`src/rtl/score_sequencer_if.sv`:
```
// Point-request / scoreboard-drive bundle between game logic and score_sequencer.
interface score_sequencer_if;
  logic       p1_point;
  logic       p2_point;
  logic       new_game;
  logic       add1_p1;
  logic       add1_p2;
  logic       clear_score;
  logic [3:0] p1_tens;
  logic [3:0] p1_ones;
  logic [3:0] p2_tens;
  logic [3:0] p2_ones;
  logic       game_over;
  logic [1:0] winner;
  logic       drop;

  modport slave (
    input  p1_point, p2_point, new_game,
    output add1_p1, add1_p2, clear_score,
    output p1_tens, p1_ones, p2_tens, p2_ones,
    output game_over, winner, drop
  );

  modport master (
    output p1_point, p2_point, new_game,
    input  add1_p1, add1_p2, clear_score,
    input  p1_tens, p1_ones, p2_tens, p2_ones,
    input  game_over, winner, drop
  );
endinterface

```
`src/rtl/score_sequencer.sv`:
```
// Two-player match controller: queues point requests, issues spaced increment
// pulses to BCD scoreboards, mirrors the scores and sequences clear/restart.
//
// state | meaning
// ------+-------------------------------------------------------------
// CLEAR | clear_score high for two cycles, scores and queues held at 0
// IDLE  | waiting for a pending point; round-robin grant on ties
// PULSE | add1 of the granted player high for this cycle
// GAP   | add1 low; check granted player's mirror against WIN_SCORE
// OVER  | match won; requests ignored until new_game or reset
module score_sequencer #(
  parameter logic [7:0] WIN_SCORE = 8'h11
) (
  input  logic              clk,
  input  logic              reset,
  score_sequencer_if.slave  bus
);

  typedef enum logic [2:0] {S_CLEAR, S_IDLE, S_PULSE, S_GAP, S_OVER} state_t;

  state_t     state, state_nxt;
  logic       clr_cnt, clr_cnt_nxt;
  logic [1:0] pend1, pend1_nxt, pend2, pend2_nxt;
  logic       last_p2, last_p2_nxt;
  logic       cur_p2, cur_p2_nxt;
  logic [7:0] p1_bcd, p1_bcd_nxt, p2_bcd, p2_bcd_nxt;
  logic       add1_p1_r, add1_p1_nxt, add1_p2_r, add1_p2_nxt;
  logic       clear_r, clear_nxt;
  logic [1:0] winner_r, winner_nxt;
  logic       over_r, over_nxt;
  logic       drop_r, drop_nxt;
  logic       grant1, grant2;

  // Same wrap behaviour as the external scoreboard: 09 -> 10, 99 -> 00.
  function automatic logic [7:0] bcd_inc(input logic [7:0] v);
    if (v[3:0] < 4'd9)
      return {v[7:4], v[3:0] + 4'd1};
    else if (v[7:4] < 4'd9)
      return {v[7:4] + 4'd1, 4'd0};
    else
      return 8'h00;
  endfunction

  function automatic logic [1:0] pend_step(input logic [1:0] cnt, input logic req,
                                           input logic grant);
    if (req && !grant)
      return (cnt == 2'd3) ? cnt : cnt + 2'd1;
    else if (grant && !req)
      return cnt - 2'd1;
    else
      return cnt;
  endfunction

  always_ff @(posedge clk) begin
    if (reset) begin
      state     <= S_CLEAR;
      clr_cnt   <= 1'b0;
      pend1     <= 2'd0;
      pend2     <= 2'd0;
      last_p2   <= 1'b1;
      cur_p2    <= 1'b0;
      p1_bcd    <= 8'h00;
      p2_bcd    <= 8'h00;
      add1_p1_r <= 1'b0;
      add1_p2_r <= 1'b0;
      clear_r   <= 1'b1;
      winner_r  <= 2'b00;
      over_r    <= 1'b0;
      drop_r    <= 1'b0;
    end else begin
      state     <= state_nxt;
      clr_cnt   <= clr_cnt_nxt;
      pend1     <= pend1_nxt;
      pend2     <= pend2_nxt;
      last_p2   <= last_p2_nxt;
      cur_p2    <= cur_p2_nxt;
      p1_bcd    <= p1_bcd_nxt;
      p2_bcd    <= p2_bcd_nxt;
      add1_p1_r <= add1_p1_nxt;
      add1_p2_r <= add1_p2_nxt;
      clear_r   <= clear_nxt;
      winner_r  <= winner_nxt;
      over_r    <= over_nxt;
      drop_r    <= drop_nxt;
    end
  end

  always_comb begin
    state_nxt   = state;
    clr_cnt_nxt = clr_cnt;
    pend1_nxt   = pend1;
    pend2_nxt   = pend2;
    last_p2_nxt = last_p2;
    cur_p2_nxt  = cur_p2;
    p1_bcd_nxt  = p1_bcd;
    p2_bcd_nxt  = p2_bcd;
    add1_p1_nxt = 1'b0;
    add1_p2_nxt = 1'b0;
    clear_nxt   = 1'b0;
    winner_nxt  = winner_r;
    over_nxt    = over_r;
    drop_nxt    = 1'b0;
    grant1      = 1'b0;
    grant2      = 1'b0;

    case (state)
      S_CLEAR: begin
        pend1_nxt  = 2'd0;
        pend2_nxt  = 2'd0;
        p1_bcd_nxt = 8'h00;
        p2_bcd_nxt = 8'h00;
        winner_nxt = 2'b00;
        over_nxt   = 1'b0;
        if (clr_cnt) begin
          state_nxt   = S_IDLE;
          clr_cnt_nxt = 1'b0;
        end else begin
          clr_cnt_nxt = 1'b1;
          clear_nxt   = 1'b1;
        end
      end
      S_IDLE: begin
        grant1 = (pend1 != 2'd0) && ((pend2 == 2'd0) || last_p2);
        grant2 = (pend2 != 2'd0) && !grant1;
        if (grant1) begin
          state_nxt   = S_PULSE;
          add1_p1_nxt = 1'b1;
          p1_bcd_nxt  = bcd_inc(p1_bcd);
          last_p2_nxt = 1'b0;
          cur_p2_nxt  = 1'b0;
        end else if (grant2) begin
          state_nxt   = S_PULSE;
          add1_p2_nxt = 1'b1;
          p2_bcd_nxt  = bcd_inc(p2_bcd);
          last_p2_nxt = 1'b1;
          cur_p2_nxt  = 1'b1;
        end
      end
      S_PULSE: state_nxt = S_GAP;
      S_GAP: begin
        if ((cur_p2 ? p2_bcd : p1_bcd) == WIN_SCORE) begin
          state_nxt  = S_OVER;
          over_nxt   = 1'b1;
          winner_nxt = cur_p2 ? 2'b10 : 2'b01;
        end else begin
          state_nxt = S_IDLE;
        end
      end
      S_OVER: begin
        pend1_nxt = 2'd0;
        pend2_nxt = 2'd0;
      end
      default: state_nxt = S_CLEAR;
    endcase

    if (state == S_IDLE || state == S_PULSE || state == S_GAP) begin
      pend1_nxt = pend_step(pend1, bus.p1_point, grant1);
      pend2_nxt = pend_step(pend2, bus.p2_point, grant2);
      drop_nxt  = (bus.p1_point && !grant1 && pend1 == 2'd3) ||
                  (bus.p2_point && !grant2 && pend2 == 2'd3);
    end

    // Restart wins over any grant or queued point in the same cycle.
    if (bus.new_game) begin
      state_nxt   = S_CLEAR;
      clr_cnt_nxt = 1'b0;
      clear_nxt   = 1'b1;
      pend1_nxt   = 2'd0;
      pend2_nxt   = 2'd0;
      p1_bcd_nxt  = 8'h00;
      p2_bcd_nxt  = 8'h00;
      winner_nxt  = 2'b00;
      over_nxt    = 1'b0;
      add1_p1_nxt = 1'b0;
      add1_p2_nxt = 1'b0;
      drop_nxt    = 1'b0;
    end
  end

  assign bus.add1_p1     = add1_p1_r;
  assign bus.add1_p2     = add1_p2_r;
  assign bus.clear_score = clear_r;
  assign bus.p1_tens     = p1_bcd[7:4];
  assign bus.p1_ones     = p1_bcd[3:0];
  assign bus.p2_tens     = p2_bcd[7:4];
  assign bus.p2_ones     = p2_bcd[3:0];
  assign bus.game_over   = over_r;
  assign bus.winner      = winner_r;
  assign bus.drop        = drop_r;

endmodule
```
`src/flat_wrapper.sv`:
```
// flat-port wrapper written by rule: the top's interface ports become plain ports
module score_sequencer_flat 
#(
  parameter logic [7:0] WIN_SCORE = 8'h11
)
  (clk, reset, bus_p1_point, bus_p2_point, bus_new_game, bus_add1_p1, bus_add1_p2, bus_clear_score, bus_p1_tens, bus_p1_ones, bus_p2_tens, bus_p2_ones, bus_game_over, bus_winner, bus_drop);
  score_sequencer_if bus_i ();
  input  logic clk;
  input  logic reset;
  input wire logic [$bits(bus_i.p1_point)-1:0] bus_p1_point;
  input wire logic [$bits(bus_i.p2_point)-1:0] bus_p2_point;
  input wire logic [$bits(bus_i.new_game)-1:0] bus_new_game;
  output wire logic [$bits(bus_i.add1_p1)-1:0] bus_add1_p1;
  output wire logic [$bits(bus_i.add1_p2)-1:0] bus_add1_p2;
  output wire logic [$bits(bus_i.clear_score)-1:0] bus_clear_score;
  output wire logic [$bits(bus_i.p1_tens)-1:0] bus_p1_tens;
  output wire logic [$bits(bus_i.p1_ones)-1:0] bus_p1_ones;
  output wire logic [$bits(bus_i.p2_tens)-1:0] bus_p2_tens;
  output wire logic [$bits(bus_i.p2_ones)-1:0] bus_p2_ones;
  output wire logic [$bits(bus_i.game_over)-1:0] bus_game_over;
  output wire logic [$bits(bus_i.winner)-1:0] bus_winner;
  output wire logic [$bits(bus_i.drop)-1:0] bus_drop;
  assign bus_i.p1_point = bus_p1_point;
  assign bus_i.p2_point = bus_p2_point;
  assign bus_i.new_game = bus_new_game;
  assign bus_add1_p1 = bus_i.add1_p1;
  assign bus_add1_p2 = bus_i.add1_p2;
  assign bus_clear_score = bus_i.clear_score;
  assign bus_p1_tens = bus_i.p1_tens;
  assign bus_p1_ones = bus_i.p1_ones;
  assign bus_p2_tens = bus_i.p2_tens;
  assign bus_p2_ones = bus_i.p2_ones;
  assign bus_game_over = bus_i.game_over;
  assign bus_winner = bus_i.winner;
  assign bus_drop = bus_i.drop;
  score_sequencer #(.WIN_SCORE(WIN_SCORE)) u_core (.clk(clk), .reset(reset), .bus(bus_i));
endmodule
```
`config.mk`:
```
export PLATFORM = sky130hd
export DESIGN_NAME = score_sequencer_flat
export DESIGN_NICKNAME = d
export VERILOG_FILES = /design/src/rtl/score_sequencer_if.sv /design/src/rtl/score_sequencer.sv /design/src/flat_wrapper.sv
export SDC_FILE = /design/constraint.sdc
export NUM_CORES = 1
export LEC_CHECK = 0
export CAP_MARGIN = 20
export CORE_MARGIN = 2
export CORE_UTILIZATION = 48
export DETAILED_ROUTE_END_ITERATION = 8
export PLACE_DENSITY = 0.76
export SYNTH_ARGS = -nofsm -noshare
export SYNTH_HDL_FRONTEND = slang
export SYNTH_SLANG_ARGS = --single-unit
export TNS_END_PERCENT = 5
```
`constraint.sdc`:
```
create_clock -name clk -period 2.25 [get_ports clk]
set_clock_uncertainty 0.1 [all_clocks]
set_input_delay 0.675 -clock clk [delete_from_list [all_inputs] [get_ports clk]]
set_output_delay 0.675 -clock clk [all_outputs]
set_load 0.05 [all_outputs]
```
After elaboration in Yosys (flattened, before gate mapping)
Index checks and enable logic that the tools add are counted.
{"block": "totals", "out_inout_bits": 23, "register_bits": 33, "elab_cells": 126}
{"block": "op_classes", "n_addsub": 8, "eq_ne": 19, "magnitude_cmp": 4, "n_bitwise": 3, "muxes": 37, "n_reduce_logical": 39}
{"cell": "8-bit 2-to-1 mux", "count": 8}
{"cell": "8-bit one-hot mux with 2 select lines", "count": 2}
{"cell": "2-bit 2-to-1 mux", "count": 11}
{"cell": "4-bit by 1-bit adder with 4-bit output (second input constant)", "count": 4}
{"cell": "4-bit less-than comparator (second input constant)", "count": 4}
{"cell": "3-bit one-hot mux with 5 select lines", "count": 1}
{"cell": "3-bit AND reduction", "count": 5}
{"cell": "3-bit 2-to-1 mux", "count": 4}
{"cell": "3-bit inequality test (second input constant)", "count": 4}
{"cell": "2-bit nonzero test", "count": 6}
{"cell": "1-bit 2-to-1 mux", "count": 9}
{"cell": "8-bit by 5-bit == test with 1-bit output (second input constant)", "count": 1}
{"cell": "1-bit logical AND", "count": 8}
{"cell": "2-bit by 1-bit inequality test with 1-bit output (second input constant)", "count": 4}
{"cell": "3-bit by 2-bit == test with 1-bit output (second input constant)", "count": 2}
{"cell": "2-bit inequality test (second input constant)", "count": 3}
{"cell": "2-bit AND reduction", "count": 3}
{"cell": "3-bit OR reduction", "count": 2}
{"cell": "1-bit logical NOT", "count": 5}
{"cell": "2-bit by 1-bit adder with 2-bit output (second input constant)", "count": 2}
{"cell": "2-bit == test (second input constant)", "count": 2}
{"cell": "1-bit logical OR", "count": 4}
{"cell": "2-bit one-hot mux with 2 select lines", "count": 1}
{"cell": "4-bit AND reduction", "count": 1}
{"cell": "other kinds (10)", "count": 14}

Depth between registers and ports, before layout
{"block": "depth", "word_depth": 10, "mapped_depth": 9, "mapped_depth_nobuf": 7}

Least setup slack after synthesis
Ideal clock, no wire load.
{"block": "synth_timing", "path_type": "reg2reg", "from": "register u_core.p2_bcd[0]", "to": "register u_core.p2_bcd[5]", "n_path_buf": 0, "path_stages_with_launch": 8, "synth_period_minus_slack_ns": 2.290, "setup_slack_ns": -0.040, "setup_time_ns": 0.063, "arrival_time_ns": 2.127, "t_required_ns": 2.087, "path_cell_list": "dfxtp_1 inv_1 ha_1 nor2b_1 or3_4 o21ai_4 mux2_2 nor2_2"}
{"block": "synth_via", "elab_chain_len": 3}
{"element": "from (decl)", "line": "score_sequencer.sv:26", "source": "logic [7:0] p1_bcd, p1_bcd_nxt, p2_bcd, p2_bcd_nxt;"}
{"element": "from (signal assigned)", "line": "score_sequencer.sv:78", "source": "p2_bcd <= p2_bcd_nxt;"}
{"element": "4-bit less-than comparator", "line": "score_sequencer.sv:36", "source": "if (v[3:0] < 4'd9)"}
{"element": "2-bit inequality test (no line)"}
{"element": "4-bit AND reduction (no line)"}
No other way between the ends.
A chain may end at the register's enable or synchronous reset.

Worst setup path after layout
{"block": "layout_timing", "from": "register u_core.drop_r, in the netlist u_core.bus.drop", "to": "output bus_drop"}
{"element": "from (decl)", "line": "score_sequencer.sv:31", "source": "logic drop_r, drop_nxt;"}
{"element": "from (signal assigned)", "line": "score_sequencer.sv:84", "source": "drop_r <= drop_nxt;"}
{"element": "to (decl)", "line": "flat_wrapper.sv:22", "source": "output wire logic [$bits(bus_i.drop)-1:0] bus_drop;"}
No word-level cell between the ends.

==> flow_summary.toml <==
[run_status]
outcome = "complete, no violations"

[critical_path]
worst-setup-path-type = "reg2out"
cp_top_family = "buffers and inverters"
crit_cells = 1
cp-startpoint = "u_core.bus.drop$_SDFF_PP0_"
cp.arrival_ns = 1.44
r2r_cells = 7
cp-start-kind = "register"
slowest_stage = "clkdlybuf4s50_1"
reg2reg_to = "u_core.pend2[1]$_SDFFE_PP0P_"
r2r-start = "u_core.state[2]$_SDFFE_PP0P_"
critPathBufInv = 1
crit_required_ns = 1.47
cp_slowest_stage_delay_ns = 0.79
cp-end-kind = "output port"
path_cells = "clkdlybuf4s50_1"
r2r_slack_ns = 0.18
crit_fanout = 1

[timing]
tns_ns = 0
max_clock_freq_mhz = 452.2
drv_slew = 0
slew_headroom_pct = 66.42
hold_viol = 0
setup_violations = 0
grt_setup_unrepaired = "no"
worst_pin_slew_ns = 0.4984
fin_crit_sh_pct = 98.29
finalWorstPathRequiredPeriod_ns = 2.212

[clock_network]
cts_buffers = 5
clkTransAtPathRegs_ns = 0.09
post_cts_resized = 0
cts_tree = "done"
post-cts-setup-buffer-count = 0
clock_tree.root_cell = "clkbuf_4"
clk_path_buf_depth = 2
htree_num_levels = 2
clkSinkCount = 33
hold_buffers = 0
clk_latency_ns = 0.33

[power]
powerDensity_nw_per_um2 = 481.0
ir_drop_uv = 333.8
finalPower_w = 0.001017
leakage_nw = 0.8573

[layout]
area_growth_pct = 21.58
drive_gt1_share_pct = 19.34
fillers = 301
antenna_cells = 0
final_cell_mix = "32 x dfxtp_1, 29 x buf_4, 27 x nor2_1"
nNetsFinal = 258
multiInputGateArea_um2 = 997.2
final_common_cell = "dfxtp_1"
register_area_um2 = 661.9

[place]
routabilityCongestion = 0.8559
portBuffers = 27
dp_hpwl_um = 2634

[grt]
overflow = 0
grt_pass1_vias = 1329
grt_antenna_before_repair = 0
track_usage_pct = 18.07
grt_pass1_wl_um = 5906
grt_max_degree = 11

[route]
wire_per_inst_um = 12.15
drc = 0
vias = 1546
dr.pass1.iters = 4
antenna_left = 0
drt_iter0_drc = 86
viasPerCell = 5.349
wl_um = 3510

[min_path]
holdCritPathClass = "reg2reg"
hold_start = "u_core.bus.game_over$_SDFFE_PP0P_"
holdPathEnd = "u_core.bus.game_over$_SDFFE_PP0P_"
hold_depth = 2

[die]
die_w_um = 64.20
die_area_um2 = 4121
start_util_pct = 50.92
core_um2 = 3416
ioPinCount = 28
die_y_um = 64.20
rows = 21

[synthesis]
seq_area_frac_synth_pct = 37.99
synth_nets = 223
ys_types = 45
ys_async_sr_fraction_pct = 0
ys_ff_latch = 33
synth-main-ff-cell = "dfxtp_1"
yosys_warnings = 0
syn-cell-area_um2 = 1739
synth-edff-count = 0
syn_avg_cell_area_um2 = 8.361
syn_inst = 208

[job]
maxCapViolCount = 0
## routing by layer
metal | global-route usage (%) | vias to the layer above | part of all wire, %
met5 | 0 | - | 0
met4 | 6.117 | 0 | 1.1
met3 | 5.282 | 5 | 4.4
met2 | 27.34 | 28 | 44
met1 | 24.54 | 707 | 50
li1 | - | 806 | -
## where the power goes
part | switching [W] | internal, W
registers | 0.00000490 | 0.000588
logic | 0.0000482 | 0.0000396
clock network | 0.000189 | 0.000147
total | 0.000242 | 0.000775
## layout make-up
| class | count | area share (%) |
|---|---|---|
| clock buffer | 7 | 2.604 |
| tap | 46 | 2.722 |
| timing repair buffer | 37 | 14.44 |
| sequential | 33 | 31.30 |
| inverter | 10 | 1.775 |
| multi-input combinational | 156 | 47.16 |
## cell families (layout without fill, tap and decap cells)
logic type | Yosys count | in the layout | synth area share, %
and+or+nand+nor | 92 | 92 | 27.63
AOI/OAI and AO/OA | 45 | 45 | 17.48
DFF | 33 | 33 | 37.99
buffers and inverters | 19 | 54 | 4.676
adders and majority gates | 10 | 10 | 7.194
muxes | 5 | 5 | 3.022
xor gates and xnor gates | 4 | 4 | 2.015
## through the flow
step           instances  setup WS (ns)  area [um2]  hold slack [ns]  util (%)
2_1_floorplan        208       0.002415        1740           0.3703         -
5_1_grt              289      0.0005908        2115           0.3982     61.90
3_5_place_dp         282        0.06846        2052           0.3552     60.07
4_1_cts              289        0.02475        2107           0.3677     61.69
3_3_place_gp         282         0.1260        2052           0.3615     60.07
6_report             289        0.03844        2115           0.3663     61.90
## cell usage after synthesis (3+ instances only)
| master | n | area (um2) |
|---|---|---|
| inv_1 | 10 | 37.54 |
| nor3_1 | 6 | 30.03 |
| nand2b_1 | 7 | 43.79 |
| mux2i_1 | 3 | 30.03 |
| dfxtp_1 | 33 | 660.6 |
| xnor2_1 | 3 | 26.28 |
| o21ai_0 | 11 | 55.05 |
| ha_1 | 10 | 125.1 |
| nand2_1 | 15 | 56.30 |
| nor4b_1 | 4 | 35.03 |
| a31oi_1 | 3 | 18.77 |
| nand3_1 | 12 | 60.06 |
| a21oi_1 | 11 | 55.05 |
| nand3b_1 | 6 | 45.04 |
| nor2_1 | 27 | 101.4 |
| clkbuf_1 | 6 | 22.52 |
## worst max-delay path by stage
| stage | to | slack, ns |
|---|---|---|
| floorplan | u_core.p2_bcd[5]$_SDFFE_PP0P_ | 0.002 |
| global placement | u_core.state[0]$_SDFFE_PP0P_ | 0.13 |
| detailed placement | u_core.p2_bcd[7]$_SDFFE_PP0P_ | 0.07 |
| CTS | bus_add1_p2 | 0.02 |
| global route | bus_drop | 0.0006 |
| finish | bus_drop | 0.04 |
## registers in the layout, indices dropped and copies added (netlist names), 2 cells and up
register	flops
u_core.bus.winner	2
u_core.p1_bcd	8
u_core.p2_bcd	8
u_core.pend1	2
u_core.pend2	2
u_core.state	3
No activity file was read; power rests on OpenSTA's default activity.
